<file path="src/rtl/id_ex_stage.sv">
// ID/EX pipeline stage: decodes RV32I integer ALU instructions into a one-hot ALU
// select, resolves forwarded operands and registers them behind a valid/ready handshake.
module id_ex_stage (
    input  logic        clk,
    input  logic        resetn,
    input  logic        id_valid,
    output logic        id_ready,
    input  logic [31:0] id_inst,
    input  logic [31:0] id_pc,
    input  logic [31:0] id_rs1_data,
    input  logic [31:0] id_rs2_data,
    input  logic        mem_fwd_we,
    input  logic [4:0]  mem_fwd_rd,
    input  logic [31:0] mem_fwd_data,
    input  logic        wb_fwd_we,
    input  logic [4:0]  wb_fwd_rd,
    input  logic [31:0] wb_fwd_data,
    input  logic        flush,
    output logic        ex_valid,
    input  logic        ex_ready,
    output logic [11:0] ex_alu_control,
    output logic [31:0] ex_alu_src1,
    output logic [31:0] ex_alu_src2,
    output logic [31:0] ex_pc,
    output logic [4:0]  ex_rd,
    output logic        ex_rf_we,
    output logic        ex_illegal
);

    localparam logic [6:0] OPC_OP    = 7'b0110011;
    localparam logic [6:0] OPC_OPIMM = 7'b0010011;
    localparam logic [6:0] OPC_LUI   = 7'b0110111;
    localparam logic [6:0] OPC_AUIPC = 7'b0010111;

    localparam logic [6:0] F7_BASE = 7'b0000000;
    localparam logic [6:0] F7_ALT  = 7'b0100000;

    localparam int ALU_ADD  = 0;
    localparam int ALU_SUB  = 1;
    localparam int ALU_SLT  = 2;
    localparam int ALU_SLTU = 3;
    localparam int ALU_AND  = 4;
    localparam int ALU_OR   = 6;
    localparam int ALU_XOR  = 7;
    localparam int ALU_SLL  = 8;
    localparam int ALU_SRL  = 9;
    localparam int ALU_SRA  = 10;

    logic [6:0]  opcode;
    logic [2:0]  funct3;
    logic [6:0]  funct7;
    logic [4:0]  rs1_idx;
    logic [4:0]  rs2_idx;
    logic [4:0]  rd_idx;
    logic [31:0] imm_i;
    logic [31:0] imm_u;
    logic [31:0] rs1_val;
    logic [31:0] rs2_val;

    logic [11:0] dec_ctrl;
    logic [31:0] dec_src1;
    logic [31:0] dec_src2;
    logic        dec_legal;
    logic        is_shift;
    logic        accept;

    assign opcode  = id_inst[6:0];
    assign rd_idx  = id_inst[11:7];
    assign funct3  = id_inst[14:12];
    assign rs1_idx = id_inst[19:15];
    assign rs2_idx = id_inst[24:20];
    assign funct7  = id_inst[31:25];
    assign imm_i   = {{20{id_inst[31]}}, id_inst[31:20]};
    assign imm_u   = {id_inst[31:12], 12'd0};

    // x0 is hard-wired; EX/MEM is younger than MEM/WB and therefore wins.
    assign rs1_val = (rs1_idx == 5'd0)                          ? 32'd0        :
                     (mem_fwd_we && (mem_fwd_rd == rs1_idx))    ? mem_fwd_data :
                     (wb_fwd_we  && (wb_fwd_rd  == rs1_idx))    ? wb_fwd_data  :
                                                                  id_rs1_data;
    assign rs2_val = (rs2_idx == 5'd0)                          ? 32'd0        :
                     (mem_fwd_we && (mem_fwd_rd == rs2_idx))    ? mem_fwd_data :
                     (wb_fwd_we  && (wb_fwd_rd  == rs2_idx))    ? wb_fwd_data  :
                                                                  id_rs2_data;

    assign is_shift = (funct3 == 3'b001) || (funct3 == 3'b101);

    always_comb begin
        // NOTE: every output of this block gets a default first so no path leaves a latch.
        dec_ctrl  = '0;
        dec_src1  = '0;
        dec_src2  = '0;
        dec_legal = 1'b0;
        case (opcode)
            OPC_OP: begin
                dec_src1 = rs1_val;
                dec_src2 = rs2_val;
                if (funct7 == F7_BASE) begin
                    dec_legal = 1'b1;
                    case (funct3)
                        3'b000:  dec_ctrl[ALU_ADD]  = 1'b1;
                        3'b001:  dec_ctrl[ALU_SLL]  = 1'b1;
                        3'b010:  dec_ctrl[ALU_SLT]  = 1'b1;
                        3'b011:  dec_ctrl[ALU_SLTU] = 1'b1;
                        3'b100:  dec_ctrl[ALU_XOR]  = 1'b1;
                        3'b101:  dec_ctrl[ALU_SRL]  = 1'b1;
                        3'b110:  dec_ctrl[ALU_OR]   = 1'b1;
                        default: dec_ctrl[ALU_AND]  = 1'b1;
                    endcase
                end else if (funct7 == F7_ALT && funct3 == 3'b000) begin
                    dec_legal          = 1'b1;
                    dec_ctrl[ALU_SUB]  = 1'b1;
                end else if (funct7 == F7_ALT && funct3 == 3'b101) begin
                    dec_legal          = 1'b1;
                    dec_ctrl[ALU_SRA]  = 1'b1;
                end
                // The ALU shifts src2 by src1[4:0], so operands swap for shifts.
                if (is_shift) begin
                    dec_src1 = rs2_val;
                    dec_src2 = rs1_val;
                end
            end
            OPC_OPIMM: begin
                dec_src1 = rs1_val;
                dec_src2 = imm_i;
                case (funct3)
                    3'b000: begin dec_legal = 1'b1; dec_ctrl[ALU_ADD]  = 1'b1; end
                    3'b010: begin dec_legal = 1'b1; dec_ctrl[ALU_SLT]  = 1'b1; end
                    3'b011: begin dec_legal = 1'b1; dec_ctrl[ALU_SLTU] = 1'b1; end
                    3'b100: begin dec_legal = 1'b1; dec_ctrl[ALU_XOR]  = 1'b1; end
                    3'b110: begin dec_legal = 1'b1; dec_ctrl[ALU_OR]   = 1'b1; end
                    3'b111: begin dec_legal = 1'b1; dec_ctrl[ALU_AND]  = 1'b1; end
                    3'b001: begin
                        if (funct7 == F7_BASE) begin
                            dec_legal         = 1'b1;
                            dec_ctrl[ALU_SLL] = 1'b1;
                        end
                    end
                    default: begin
                        if (funct7 == F7_BASE) begin
                            dec_legal         = 1'b1;
                            dec_ctrl[ALU_SRL] = 1'b1;
                        end else if (funct7 == F7_ALT) begin
                            dec_legal         = 1'b1;
                            dec_ctrl[ALU_SRA] = 1'b1;
                        end
                    end
                endcase
                if (is_shift) begin
                    dec_src1 = {27'd0, rs2_idx};
                    dec_src2 = rs1_val;
                end
            end
            OPC_LUI: begin
                dec_legal         = 1'b1;
                dec_ctrl[ALU_ADD] = 1'b1;
                dec_src2          = imm_u;
            end
            OPC_AUIPC: begin
                dec_legal         = 1'b1;
                dec_ctrl[ALU_ADD] = 1'b1;
                dec_src1          = id_pc;
                dec_src2          = imm_u;
            end
            default: ;
        endcase
    end

    assign id_ready = !ex_valid || ex_ready;
    assign accept   = id_valid && id_ready && !flush;

    // Flush beats everything; a consumed slot empties unless refilled on the same edge.
    always_ff @(posedge clk or negedge resetn) begin
        if (!resetn) begin
            ex_valid <= 1'b0;
        end else if (flush) begin
            // NOTE: state registers use non-blocking assignments so every flop samples pre-edge values.
            ex_valid <= 1'b0;
        end else if (accept) begin
            ex_valid <= 1'b1;
        end else if (ex_ready) begin
            ex_valid <= 1'b0;
        end
    end

    always_ff @(posedge clk or negedge resetn) begin
        if (!resetn) begin
            ex_alu_control <= '0;
            ex_alu_src1    <= '0;
            ex_alu_src2    <= '0;
            ex_pc          <= '0;
            ex_rd          <= '0;
            ex_rf_we       <= 1'b0;
            ex_illegal     <= 1'b0;
        end else if (accept) begin
            ex_alu_control <= dec_ctrl;
            ex_alu_src1    <= dec_src1;
            ex_alu_src2    <= dec_src2;
            ex_pc          <= id_pc;
            ex_rd          <= rd_idx;
            ex_rf_we       <= dec_legal && (rd_idx != 5'd0);
            ex_illegal     <= !dec_legal;
        end
    end

endmodule

</file>
<file path="config.mk">
export PLATFORM = sky130hd
export DESIGN_NAME = id_ex_stage
export DESIGN_NICKNAME = d
export VERILOG_FILES = /design/src/rtl/id_ex_stage.sv
export SDC_FILE = /design/constraint.sdc
export NUM_CORES = 1
export LEC_CHECK = 0
export CORE_ASPECT_RATIO = 0.75
export CORE_MARGIN = 1.5
export CORE_UTILIZATION = 44
export CTS_CLUSTER_SIZE = 28
export DETAILED_ROUTE_END_ITERATION = 16
export PLACE_DENSITY = 0.81
export SLEW_MARGIN = 10
export SYNTH_ARGS = -nofsm -noshare
export SYNTH_HDL_FRONTEND = slang
export SYNTH_SLANG_ARGS = --single-unit
</file>
<file path="constraint.sdc">
create_clock -name clk -period 2.4 [get_ports clk]
set_input_delay 0.36 -clock clk [delete_from_list [all_inputs] [get_ports clk]]
set_output_delay 0.36 -clock clk [all_outputs]
set_load 0.03 [all_outputs]
</file>
== Word-level counts from Yosys, hierarchy flattened ==
Index checks and enable logic that the tools add are counted.
Operators by class
  equal/unequal tests: 16
  mux-type cells: 46
  reduce and logical (&&, ||, !) cells: 24
Operators by type and width (number)
  two-way mux 32 bit: 10
  case mux 32 bit (3 select lines): 2
  two-way mux 1 bit: 26
  == test 7 x 6 -> 1 bit, second input constant: 3
  == test 5 bit: 4
  == test 7 x 5 -> 1 bit, second input constant: 2
  OR reduction 7 bit: 2
  == test 3 bit, second input constant: 4
  zero test 5 bit: 2
  case mux 5 bit (2 select lines): 1
  logical AND 1 bit: 9
  zero test 7 bit: 1
  == test 3 x 2 -> 1 bit, second input constant: 2
  case mux 1 bit (3 select lines): 2
  case mux 3 bit (2 select lines): 1
  OR reduction 6 bit: 1
  nonzero test 5 bit: 1
  two-way mux 4 bit: 1
  == test 3 x 1 -> 1 bit, second input constant: 1
  zero test 1 bit: 3
  zero test 3 bit: 1
  two-way mux 3 bit: 1
  nonzero test 3 bit: 1
  logical OR 1 bit: 2
  other kinds (3): 3
Word-level totals
  flip-flop bits (word level): 114
  input bits: 209
  output and inout port bits: 117
  word-level logic and storage cells: 94

== Logic depth before layout (Yosys ltp) ==
Gate-level depths: netlist of run 1.
  depth after elaboration: 7
  depth in mapped cells: 10
  depth with buffers taken out: 7

== Worst setup path before layout of run 1 ==
Ideal clock, no wire load.
  path kind: flip-flop to flip-flop
  start point: register ex_valid
  end point: register ex_alu_src2[17]
  library setup time: 87 ps
  data arrival time: 2105 ps
  required time: 2313 ps
  path slack: 208 ps
  stages on the path, launching flop included: 9
  path buffers: 3
  period minus slack after synthesis: 2192 ps
  path through: dfrtp_1 > nor2b_1 > inv_1 > nand2b_1 > buf_2 > buf_2 > buf_1 > a22oi_1 > a22oi_1
Between the ends
  word-level cells in the longest chain between the ends: 4
RTL lines
  start, declared: RTL line 19  | output logic ex_valid,
  start signal, assigned: RTL line 175  | ex_valid <= 1'b0;
  start signal, assigned: RTL line 178  | ex_valid <= 1'b0;
  start signal, assigned: RTL line 180  | ex_valid <= 1'b1;
  zero test 1 bit: RTL line 169  | assign id_ready = !ex_valid || ex_ready;
  logical OR 1 bit: RTL line 169
  via id_ready: RTL line 7  | output logic id_ready,
  logical AND 1 bit (2 in a row): RTL line 170  | assign accept = id_valid && id_ready && !flush;
  end signal, assigned: RTL line 198  | ex_alu_src2 <= dec_src2;
  end, declared: RTL line 23  | output logic [31:0] ex_alu_src2,
The timed path passes the listed nets, and every way through them passes these cells.
A chain may end at the register's enable or synchronous reset.

== Final worst setup path of run 1 ==
  start point: input port id_inst[1]
  end point: register ex_alu_src2[19]
Between the ends
  word-level cells in the longest chain between the ends: 3
  elaborated cells between the ends (all ways): 6
  classes of those cells: eq/ne: 4; mux: 1; reduce/logical: 1
RTL lines
  start, declared: RTL line 8  | input logic [31:0] id_inst,
  == test 7 x 5 -> 1 bit / == test 7 x 6 -> 1 bit (equally long branches): RTL line 94  | case (opcode)
  OR reduction 2 bit (no source line)
  case mux 32 bit (3 select lines) (*): RTL line 94
Mark *: on every way between the ends. The rest lies on a longest branch, timed or not.

==> flow_summary_export.csv, run 1 <==
group,metric,value,unit
floorplan,rows,42,
finish,fin_util,73.8,%
synthesis,synth_area,0.00791,mm^2
synthesis,synth.top_cell.area_share,36.1,%
clock_network,cts.path.max_buffers,2,
grt,grt_pass1_vias,9850,
timing,fin_crit,2.28,ns
critical_path,start_kind,"input pin",
status,status,"completed",
placement,dp_slack,-0.340,ns
floorplan,die_h,119,um
timing,setup_violations,0,
placement,dpl_cell_area,0.0124,mm^2
critical_path,worst_setup_path_end_kind,"flip-flop",
floorplan,coreArea,0.0176,mm^2
clock_network,post_cts_buffers,0,
critical_path,r2r_slack,0.20,ns
detailed_routing,vias,10200,
detailed_routing,ant_nets,0,
finish,final_cell_area,0.0130,mm^2
detailed_routing,wl_per_cell,22.9,um
timing,fin_ws,0.118,ns
grt,global_route.usage.total,40.9,%
placement,dp_hpwl,29400,um
grt,grt_max_degree,115,
detailed_routing,drtPass1Iterations,8,
grt,antenna_found_initial,2,
synthesis,ys_async_sr_fraction,100,%
hold_path,hp-class,"input pin to asynchronous set/reset pin",
synthesis,synth_edf_count,0,
timing,slew-limit-headroom,55.6,%
timing,finClkSkew,0.00521,ns
clock_network,cts-root-buf,"clkbuf_16",
synthesis,syn_inst,993,
power_and_ir_drop,irDropWorstVdd,315,uV
synthesis,synth_warnings,0,
power_and_ir_drop,power_leakage,0.00552,uW
finish,finish.net_count,1607,
finish,fillers,1355,
synthesis,synth_ff_type,"dfrtp_1",
synthesis,synth.avg_cell_area,7.96,um^2
finish,seqCellArea,0.00285,mm^2
detailed_routing,vias_per_cell,6.19,
detailed_routing,initialDrtViolationCount,1208,
timing,rsz0062_at_grt,"no",
grt,grt_overflow,0,
synthesis,ys_ff_latch,114,
timing,fmax,0.438,GHz
timing,period_share,95.1,%
synthesis,synth_cell_types,64,
power_and_ir_drop,power_density,499,mW/mm^2
finish,final_cell_mix,"321 x clkdlybuf4s50_1, 176 x nand2_1, 134 x buf_4",
floorplan,fp.dieArea,0.0188,mm^2
clock_network,clk_pin_slew,0.06,ns
floorplan,die_w,158,um
finish,areaGrowthSynthToFinish,64.4,%
critical_path,crit_type,"input pin to flip-flop",
critical_path,required,2.74,ns
placement,routabilityCongestion,0.987,
timing,worst_slew_pin_slew,0.666,ns
synthesis,synth.area.top_cells,"dfrtp_1 36%, nand2_1 8.4%, a211o_1 4.4%",
finish,multi_input_area,0.00470,mm^2
clock_network,clkLatencyLatePin,0.43,ns
floorplan,start_util,44.9,%
floorplan,pin_count,326,
finish,drive_above_1_share,14.8,%
critical_path,worstPathArrival,2.62,ns
detailed_routing,wirelength,37900,um
grt,grt_pass1_wl,57200,um
clock_network,htreeDepth,4,
placement,portBuffers,323,
flow_run,cap_viol_max_count,0,
placement,placed_cells,1621,
synthesis,yosysTopAreaCell,"dfrtp_1",
finish,final_common_cell,"clkdlybuf4s50_1",
finish,fin_cells,1654,
synthesis,seq_area_frac_synth,36.1,%
timing,finalHoldViolCount,0,
timing,slew_viol_final,0,
critical_path,crit_path_max_fanout,7,
clock_network,cts_tree,"done",
clock_network,cts.sinks,114,
clock_network,cts_made_buffers,17,
detailed_routing,drc,0,
==> path summary, 6_finish.rpt <==
| path | from | to | cells after the start |
|---|---|---|---|
| worst max-delay path | id_inst[1] | ex_alu_src2[19] | 8 |
| worst min-delay path | resetn | ex_alu_src2[20] | 2 |
| worst max register to register | ex_valid | ex_alu_src2[19] | 8 |
| worst min register to register | ex_pc[9] | ex_pc[9] | 2 |
| max in group asynchronous | resetn | ex_pc[13] | 2 |
| min in group clk | ex_pc[9] | ex_pc[9] | 2 |
==> area by class of cell <==
class	instances	area share (%)
Timing Repair Buffer	473	35.2
Multi-Input combinational cell	788	36.1
Clock buffer	17	3.27
Sequential cell	114	21.9
Clock inverter	15	0.972
Antenna cell	1	0.0192
Inverter	4	0.115
Tap cell	242	2.33
==> critical path, cell delays in order <==
cell,delay (ns)
clkdlybuf4s50_1,0.51
nand4b_4,0.15
or3_4,0.36
or2_1,0.28
buf_4,0.16
nor2_1,0.49
nand2_1,0.11
a32oi_1,0.21
==> metal layers <==
metal / wire length, um / vias to the layer above / track usage, %
li1: - / 4492 / -
met1: 14800 / 4829 / 54.6
met2: 16300 / 790 / 60.6
met3: 5310 / 120 / 13.9
met4: 1490 / 2 / 16.5
met5: 13 / - / 0
==> flip-flops by register name, indices dropped and copies added (netlist names) <==
name            count
ex_rd               5
ex_alu_control     10
ex_alu_src2        32
ex_alu_src1        32
ex_pc              32
ex_valid            1
ex_rf_we            1
ex_illegal          1
==> report_power, final <==
| part | switching [uW] | internal [uW] |
|---|---|---|
| Sequential | 91.1 | 2070 |
| Clock | 1060 | 1350 |
| Combinational | 1040 | 886 |
==> through the flow <==
step	TNS (ns)	hold WS (ns)	total power [uW]
floorplan	0	0.0644	2980
global placement	-12.36	0.456	4060
detailed placement	-14.89	0.463	4080
CTS	0	0.0560	6460
global route	0	0.0829	6720
finish	0	0.0195	6490
==> synthesized netlist by cell type (12+ instances only) <==
| master | n |
|---|---|
| a211o_1 | 40 |
| a211oi_1 | 25 |
| a21oi_1 | 64 |
| a221oi_1 | 22 |
| a31oi_1 | 16 |
| a32oi_1 | 12 |
| and3_1 | 19 |
| buf_2 | 29 |
| clkbuf_1 | 47 |
| dfrtp_1 | 114 |
| mux2i_1 | 33 |
| nand2_1 | 176 |
| nand3_1 | 56 |
| nor2_1 | 85 |
| nor3_1 | 33 |
| o211ai_1 | 15 |
| o21ai_0 | 65 |
| or3_1 | 12 |
| xnor2_1 | 17 |
==> cell families (layout without fill, tap and decap cells) <==
logic type	count (synthesis)	after routing	share of synthesized area, %
compound gates	312	312	27.4
xor+xnor	21	21	2.33
buf+inv	92	509	5.33
flops	114	114	36.1
mux	33	33	4.18
other cells	1	3	0.0474
simple gates	420	420	24.6
==> what timing repair did <==
item                       in CTS  in global routing
gates resized for setup         0                  4
hold buffers                    0                  0
setup endpoints to repair       0                 14
Note: power is estimated with default switching activity, not from simulation.
==> run 2: changes to the inputs <==
- CAP_MARGIN: not set -> 30
==> results of run 2 <==
Final layout, timing and power as in run 1 (identical DEF).
